===== src/rtl/stage_1_if_fetch.sv =====
// Instruction-fetch stage: owns the PC, drives the synchronous instruction SRAM and
// hands {inst, pc} to ID, holding the fetched word steady while ID stalls.
module stage_1_if_fetch #(
  parameter logic [31:0] RESET_PC = 32'h1c000000
) (
  input  logic        clk,
  input  logic        reset,
  input  logic        allow_2,
  output logic        valid_1,
  output logic [63:0] stage_1_to_2,
  input  logic        br_taken,
  input  logic [31:0] br_target,
  output logic        inst_sram_en,
  output logic [3:0]  inst_sram_we,
  output logic [31:0] inst_sram_addr,
  output logic [31:0] inst_sram_wdata,
  input  logic [31:0] inst_sram_rdata
);

  logic [31:0] pc_q, pc_d;
  logic        valid_q, valid_d;
  logic [31:0] inst_buf_q, inst_buf_d;
  logic        inst_buf_valid_q, inst_buf_valid_d;

  logic [31:0] pc_cur;
  logic [31:0] nextpc;
  logic [31:0] inst;
  logic        go;

  always_comb begin
    // Force the reset view even before the first edge has cleared the registers.
    pc_cur = reset ? (RESET_PC - 32'd4) : pc_q;
    nextpc = br_taken ? br_target : (pc_cur + 32'd4);
    go     = ~reset & (allow_2 | ~valid_q | br_taken);
    inst   = (~reset & inst_buf_valid_q) ? inst_buf_q : inst_sram_rdata;
  end

  always_comb begin
    pc_d             = pc_q;
    valid_d          = valid_q;
    inst_buf_d       = inst_buf_q;
    inst_buf_valid_d = inst_buf_valid_q;
    if (go) begin
      pc_d             = nextpc;
      valid_d          = 1'b1;
      inst_buf_valid_d = 1'b0;
    end else if (!inst_buf_valid_q) begin
      // First stall cycle: SRAM output is still the word for pc, capture it.
      inst_buf_d       = inst_sram_rdata;
      inst_buf_valid_d = 1'b1;
    end
  end

  always_ff @(posedge clk) begin
    if (reset) begin
      pc_q             <= RESET_PC - 32'd4;
      valid_q          <= 1'b0;
      inst_buf_q       <= 32'b0;
      inst_buf_valid_q <= 1'b0;
    end else begin
      pc_q             <= pc_d;
      valid_q          <= valid_d;
      inst_buf_q       <= inst_buf_d;
      inst_buf_valid_q <= inst_buf_valid_d;
    end
  end

  assign valid_1         = valid_q & ~reset;
  assign stage_1_to_2    = {inst, pc_cur};
  assign inst_sram_en    = go;
  assign inst_sram_we    = 4'b0;
  assign inst_sram_addr  = nextpc;
  assign inst_sram_wdata = 32'b0;

endmodule


===== config.mk =====
export PLATFORM = sky130hd
export DESIGN_NAME = stage_1_if_fetch
export DESIGN_NICKNAME = d
export VERILOG_FILES = /design/src/rtl/stage_1_if_fetch.sv
export SDC_FILE = /design/constraint.sdc
export NUM_CORES = 1
export LEC_CHECK = 0
export BUFFER_PORTS_ARGS = -buffer_cell sky130_fd_sc_hd__buf_2
export CAP_MARGIN = 10
export CORE_MARGIN = 2
export CORE_UTILIZATION = 35
export CTS_BUF_LIST = sky130_fd_sc_hd__clkbuf_16
export DETAILED_ROUTE_END_ITERATION = 6
export GPL_ROUTABILITY_DRIVEN = 1
export GPL_TIMING_DRIVEN = 0
export SLEW_MARGIN = 30
export SYNTH_ARGS = -nofsm -noshare
export SYNTH_HDL_FRONTEND = slang
export SYNTH_SLANG_ARGS = --single-unit

===== constraint.sdc =====
create_clock -name clk -period 3.9 [get_ports clk]
set_input_delay 0.585 -clock clk [delete_from_list [all_inputs] [get_ports clk]]
set_output_delay 0.585 -clock clk [all_outputs]
set_load 0.02 [all_outputs]

; ---- Word-level counts from Yosys, hierarchy flattened
; Index checks and enable logic that the tools add are counted.
[word_totals]
regBits = 66
word_cells = 19
input_bits = 68
out_inout_bits = 134
[classes]
bitwise = 9
reduce_logical = 1
addsub = 1
n_mux = 4
[op_table]
columns = operator, count
row1 = $mux 32, 3
row2 = $add 32x3->32 const B, 1
row3 = $not 1->1, 4
row4 = $and 1x1->1, 3
row5 = $or 1x1->1, 2
row6 = $reduce_and 2->1, 1
row7 = $mux 1, 1

; ---- Depth between registers and ports, before layout
; Gate-level depths: netlist (run 1).
[logic_depth]
ltp_word = 6
ltp_mapped = 11
ltp_nobuf = 6

; ---- Worst setup path after synthesis (run 1)
; No wires, ideal clock.
[synth_path]
path_type = in2out
startpoint = input reset
endpoint = output inst_sram_addr[20]
n_path_buf = 4
t_arrival_ns = 3.062
required_ns = 3.315
cell_stages = 10
slack_ns = 0.253
path_cell_list = clkbuf_1 -> clkbuf_1 -> buf_2 -> buf_2 -> or2_2 -> ha_1 -> nand2_1 -> nor3b_1 -> a31oi_1 -> o31ai_1
[synth_via]
elab_chain_len = 3
[synth_lines]
columns = item, line_no
row1 = "start, declared", 7  ; input logic reset,
row2 = $mux 32, 32  ; pc_cur = reset ? (RESET_PC - 32'd4) : pc_q;
row3 = named net stage_1_to_2[3], 10  ; output logic [63:0] stage_1_to_2,
row4 = $add 32x3->32, 33  ; nextpc = br_taken ? br_target : (pc_cur + 32'd4);
row5 = $mux 32, 33
row6 = "end, declared", 15  ; output logic [31:0] inst_sram_addr,
; The timed path passes the listed nets, and every way through them passes these cells.

; ---- Worst setup path in the final report (run 1)
[layout_path]
startpoint = input reset
endpoint = output inst_sram_addr[12]
[layout_via]
elab_chain_len = 3
[layout_lines]
columns = item, line_no
row1 = $mux 32, 32
row2 = $add 32x3->32, 33
row3 = $mux 32, 33
; Every way passes these cells.

==> run summary, run 1 <==
Skew final - 0.00849 ns
Yosys top cell area share - 28.6%
Post-DP HPWL - 12600 um
Via density - 5.09
Pre-Repair DR Iteration Count - 5
CP max stage cell - or4_1
Core ar. - 12700 um2
Pwr/cell area - 385 nW/um2
Routed len/inst - 16.5 um
Design Area, Final - 6110 um2
CTS tree - done
CP Max Fanout - 19
First-pass GRT wire length - 26000 um
Max H-tree Level - 3
Final Core Density - 48.1%
Die area - 14100 um2
Total wire length - 16500 um
1st-iter DRT viols - 368
Synth Register Bits - 66
Unrepaired setup endpoints after global routing - false
Number of port buffers - 165
CTS max path bufs - 2
Crit path required time - 3.31 ns
Antenna violations before repair - 0
Diodes inserted - 0
CP top delay family - simple AND/OR/NAND/NOR gates
Clock-pin transition on the worst setup and hold timing paths - 0.05 ns
Period minus WS final - 3.72 ns
Crit-path cells - buf_2 > buf_4 > buf_4 > or2_2 > ha_1 > nand2_1 > or4_1 > nand4_1 > o21a_1 > buf_2
Placed cell area - 5790 um2
Most frequent cells in the layout - buf_2 (174), nand2_1 (108), dfxtp_1 (66)
Commonest non-fill, non-tap cell in the layout - buf_2
Die span in y - 119 um
Setup Viol. Count Final - 0
Final Hold Viols - 0
Post_cts resized - 6
Startpoint Class - input port
Most area-consuming cells after synthesis - dfxtp_1 (29%), nand2_1 (8.8%), mux2_2 (8.3%)
Layout fillers - 1333
Sequential fraction of the synthesis area - 28.6%
Leak Pwr - 2.75 nW
Fin nets - 889
Crit. End Element - output pin
Grt ovf - 0
Outcome - completed
Hold_buf cts - 0
Row cnt - 41
Post-CTS Setup Bufs - 0
Number of enable flip-flop cells after synthesis - 0
Crit-path max cell delay - 0.58 ns
Drc violations - 0
Area of the multi-input gates - 2930 um2
Synthesis Warnings - 0
Largest area contributor in the netlist - dfxtp_1
Syn avg cell area - 7.54 um2
Final Slew Violations - 0
Clock root cell - clkbuf_16
GRT Util Overall - 23.2%
Mapped Area - 4620 um2
Clock Sinks - 66
Largest net degree at the start of global routing - 20
Register Area - 1320 um2
Post-synth ARST share - 0%
Vias in the first global route - 5033
Rel. slew slack - 44.6%
Die width - 119 um
Cell count after synthesis - 612
Distinct cells, synth - 58
Maximum vdd drop - 174 uV
Crit path kind - input port to output pin
CP arrival - 3.14 ns
Worst-Margin Slew - 0.820 ns
TritonCTS Buffers - 9
Layout cells sized above 1 - 36.2%
Vias - 5070
Min-delay worst type - flop to flop
Routability cong. - 0.944
Starting density of the core - 36.3%
Period utilization - 95.4%
Antenna Nets Post-Route - 0
Top_reg_cell synth - dfxtp_1
Io pins - 202
Worst path bufs/invs - 4
Max-cap viol count - 0
Clk_lat worst skew - 0.34 ns
P&R area growth vs syn - 32.5%
Worst hold slack - 0.452 ns
FMAX - 0.269 GHz
==> cells by family after synthesis <==
family                   synth area share (%)
AND/OR/NAND/NOR                          28.4
buffers and inverters                    11.1
adder cells (fa/ha/maj)                 0.271
other                                  0.0812
flip-flops                               28.6
AO/OA/AOI/OAI                            15.9
multiplexers                             9.60
XOR/XNOR                                 6.07
==> cell type report <==
class	count	share of cell area, %
Sequential cell	66	21.6
Buffer	83	7.98
Clock inverter	7	1.53
Tap cell	172	3.52
Inverter	5	0.307
Multi-Input combinational cell	490	47.9
Timing Repair Buffer	165	13.5
Clock buffer	9	3.68
==> power breakdown <==
group	switching, mW	internal (mW)
clock	0.323	0.558
combinational	0.444	0.266
sequential	0.0378	0.725
==> through the flow <==
stage | worst slack (ns) | power [mW] | setup TNS (ns) | cells
CTS | 0.185 | 2.37 | 0 | 997
detailed placement | -0.956 | 1.47 | -9.49 | 984
global placement | -0.990 | 1.47 | -10.60 | 984
floorplan | 0.253 | 1.25 | 0 | 647
global route | 0.0100 | 2.47 | 0 | 997
finish | 0.180 | 2.35 | 0 | 997
==> tightest hold or removal path, delay by kind of cell (launching register included) <==
kind | cells | cell delay [ns]
DFF | 1 | 0.30
AOI/OAI and AO/OA | 1 | 0.05
and+or+nand+nor | 1 | 0.05
==> flip-flops by register name, summed over array words and instances (netlist names) <==
register          flops
inst_buf_q           32
pc_q                 32
inst_buf_valid_q      1
valid_q               1
==> synthesized netlist by cell type (4+ instances only) <==
cell and n:
nand2_1 108, dfxtp_1 66, a21oi_1 43, nor2_1 42, buf_4 38, mux2_2 34, clkbuf_1 28, or2_2 27
o21ai_0 23, nand3_1 22, xor2_1 21, nand4_1 15, buf_2 11, xnor2_1 11, a211oi_1 9, nor3_1 8
a22o_1 7, buf_1 7, nor4b_1 7, a31oi_1 6, and3_1 6, mux2i_1 6, nor2b_1 5, inv_1 4
nor4_1 4, o31ai_1 4
==> final timing paths <==
kind / to / from / slack, ns / depth (start not counted)
max: inst_sram_addr[12] / reset / 0.18 / 10
min: inst_buf_q[22]$_SDFFE_PP0P_ / inst_buf_q[22]$_SDFFE_PP0P_ / 0.45 / 2
min reg2reg: inst_buf_q[22]$_SDFFE_PP0P_ / inst_buf_q[22]$_SDFFE_PP0P_ / 0.45 / 2
max reg2reg: pc_q[16]$_SDFFE_PP1P_ / pc_q[2]$_SDFFE_PP1P_ / 1.67 / 7
==> layer usage <==
metal | vias to the layer above | share of wire [%] | track usage [%]
li1 | 2476 | - | -
met1 | 2334 | 43 | 28.3
met2 | 224 | 47 | 38.9
met3 | 36 | 7.2 | 5.17
met4 | 0 | 2.9 | 10.6
met5 | - | 0 | 0
Power figures use the tool's default switching activity.
==> run 2: changes to the inputs <==
==> constraint.sdc (replaced) <==
create_clock -name clk -period 3.9 [get_ports clk]
set_input_delay 0.78 -clock clk [delete_from_list [all_inputs] [get_ports clk]]
set_output_delay 0.78 -clock clk [all_outputs]
set_load 0.02 [all_outputs]
==> run 2 against run 1 <==
Against the previous run: combinational power hardly changed; global-route usage is 0.88 points lower; die area stayed put; hold slack worse by 0.0022 ns; wire length is 1.1% lower; cell area is 2.0% higher; sequential share of layout area is 0.42 points lower; first-iteration DRC count is 27% lower; critical endpoint is now inst_sram_addr[16]; largest cell class unchanged.
==> run summary, run 2 (synthesized netlist as in run 1, its figures left out) <==
Via density - 5.08 (-0.18%)
Worst hold endpoint - inst_buf_q[23]$_SDFFE_PP0P_
P&R area growth vs syn - 35.1%
Layout fillers - 1308 (-1.9%)
Skew final - 0.00724 ns (-0.00125 ns)
FMAX - 0.265 GHz (-1.3%)
Die width - 119 um (unchanged)
FF-to-FF Start - pc_q[2]$_SDFFE_PP1P_
Pre-CTS setup slack - -1.18 ns (-0.228 ns)
CP arrival - 2.99 ns (-0.15 ns)
Register Area - 1320 um2 (unchanged)
Commonest non-fill, non-tap cell in the layout - buf_2
Die span in y - 119 um (unchanged)
Sequential share of power - 29.1% (-3.3 points)
TNS Setup - 0 ns (unchanged)
Hold Path Origin - inst_buf_q[23]$_SDFFE_PP0P_
Post-DP HPWL - 12500 um (-0.64%)
Area of the multi-input gates - 2940 um2 (+0.56%)
Clock root cell - clkbuf_16
Min-delay worst type - flop to flop
Final Core Density - 49.0% (+0.94 points)
Unrepaired setup endpoints after global routing - false
Crit path kind - input port to output pin
CP Max Fanout - 19 (unchanged)
Clk_lat worst skew - 0.34 ns (about the same)
Number of port buffers - 165 (unchanged)
Vias in the first global route - 4783 (-5.0%)
CTS max path bufs - 2 (unchanged)
Switching share of total power - 30.8% (-3.4 points)
Pre-Repair DR Iteration Count - 5 (unchanged)
Reg2reg end - pc_q[16]$_SDFFE_PP1P_
Combinational Power Share - 27.2% (-3.0 points)
Setup Viol. Count Final - 0 (unchanged)
Diodes inserted - 0 (unchanged)
Clock-pin transition on the worst setup and hold timing paths - 0.06 ns (about the same)
Setup ws final - 0.131 ns (-0.0486 ns)
Row cnt - 41 (unchanged)
Largest net degree at the start of global routing - 20 (unchanged)
Routed len/inst - 16.3 um (-1.1%)
Io pins - 202 (unchanged)
Antenna violations before repair - 1 (+1)
Drc violations - 0 (unchanged)
Max H-tree Level - 3 (unchanged)
Vias - 5061 (-0.18%)
Layout cells sized above 1 - 36.8% (+0.61 points)
Core ar. - 12700 um2 (unchanged)
Startpoint Class - input port
Period utilization - 96.6% (+1.2 points)
Antenna Nets Post-Route - 0 (unchanged)
Most frequent cells in the layout - buf_2 (173), nand2_1 (107), dfxtp_1 (66)
Routability cong. - 0.919 (-2.6%)
Rel. slew slack - 46.1% (+1.5 points)
Period minus WS final - 3.77 ns (+0.0486 ns)
Max-cap viol count - 0 (unchanged)
TritonCTS Buffers - 9 (unchanged)
Crit. End Element - output pin
Final Slew Violations - 0 (unchanged)
Crit path required time - 3.12 ns (-0.19 ns)
1st-iter DRT viols - 267 (-27%)
Starting density of the core - 36.3% (unchanged)
Leak Pwr - 2.80 nW (+1.8%)
First-pass GRT wire length - 25000 um (-3.9%)
Maximum vdd drop - 221 uV (+27%)
GRT Util Overall - 22.3% (-0.88 points)
Fin nets - 889 (unchanged)
Worst-Margin Slew - 0.798 ns (-0.0217 ns)
Clock network power share - 43.7% (+6.3 points)
Hold depth - 2 (unchanged)
Reg2reg path depth - 7 (unchanged)
Grt ovf - 0 (unchanged)
Post-CTS Setup Bufs - 0 (unchanged)
Leading registers by flop count - inst_buf_q: 32 flops, pc_q: 32 flops
Die area - 14100 um2 (unchanged)
Worst R2R Setup Slack - 1.66 ns (about the same)
Total wire length - 16300 um (-1.1%)
Pint - 1.81 mW (+17%)
CTS tree - done
Net switching power - 0.805 mW (about the same)
Pwr/cell area - 420 nW/um2 (+9.1%)
Final Hold Viols - 0 (unchanged)
Outcome - completed
Clock Sinks - 66 (unchanged)
run 2: metal layers:
| layer | part of all wire (%) | track usage (%) |
|---|---|---|
| met2 | 46 | 37.4 |
| met1 | 44 | 28.6 |
| met5 | 0.080 | 0 |
| met4 | 2.4 | 7.51 |
| met3 | 7.8 | 4.45 |
run 2: layout make-up:
class	instances	area share, %
Clock inverter	7	3.03
Tap cell	172	3.45
Inverter	5	0.301
Clock buffer	9	3.61
Multi-Input combinational cell	490	47.2
Buffer	83	7.93
Timing Repair Buffer	165	13.3
Sequential cell	66	21.2
run 2: what timing repair did:
| item | CTS | global route |
|---|---|---|
| hold buffers | 0 | 0 |
| setup endpoints to repair | 15 | 3 |
| resized for setup | 8 | 2 |
run 2: power groups by stage:
stage / clock [mW] / combinational, mW / sequential [mW]
after global placement: 0 / 0.692 / 0.773
after detailed placement: 0 / 0.700 / 0.775
after CTS: 1.15 / 0.706 / 0.761
after global routing: 1.18 / 0.775 / 0.768
after floorplan: 0 / 0.493 / 0.764
final: 1.14 / 0.712 / 0.762
run 2: per-stage QoR:
stage,hold slack [ns],cells,power (mW),area [um2]
final,0.450,997,2.62,6230
after global routing,0.472,997,2.72,6230
after CTS,0.452,997,2.62,6230
after detailed placement,0.444,984,1.48,5800
after global placement,0.440,984,1.47,5800
after floorplan,0.434,647,1.26,4760
run 2: critical path, stage by stage:
cell and delay (ns):
buf_4 0.20, clkbuf_8 0.25, buf_4 0.21, or2_2 0.14, ha_2 0.27, and2_4 0.24
nand2_1 0.12, or3_1 0.42, a31oi_2 0.16, buf_2 0.19
run 2: worst max path at each step:
| stage | from | endpoint | cells after the start |
|---|---|---|---|
| 3_5_place_dp | reset | inst_sram_addr[16] | 13 |
| 3_3_place_gp | reset | inst_sram_addr[16] | 13 |
| 2_1_floorplan | reset | inst_sram_addr[14] | 11 |
| 4_1_cts | reset | inst_sram_addr[12] | 10 |
| 6_report | reset | inst_sram_addr[16] | 10 |
| 5_1_grt | reset | inst_sram_addr[12] | 10 |
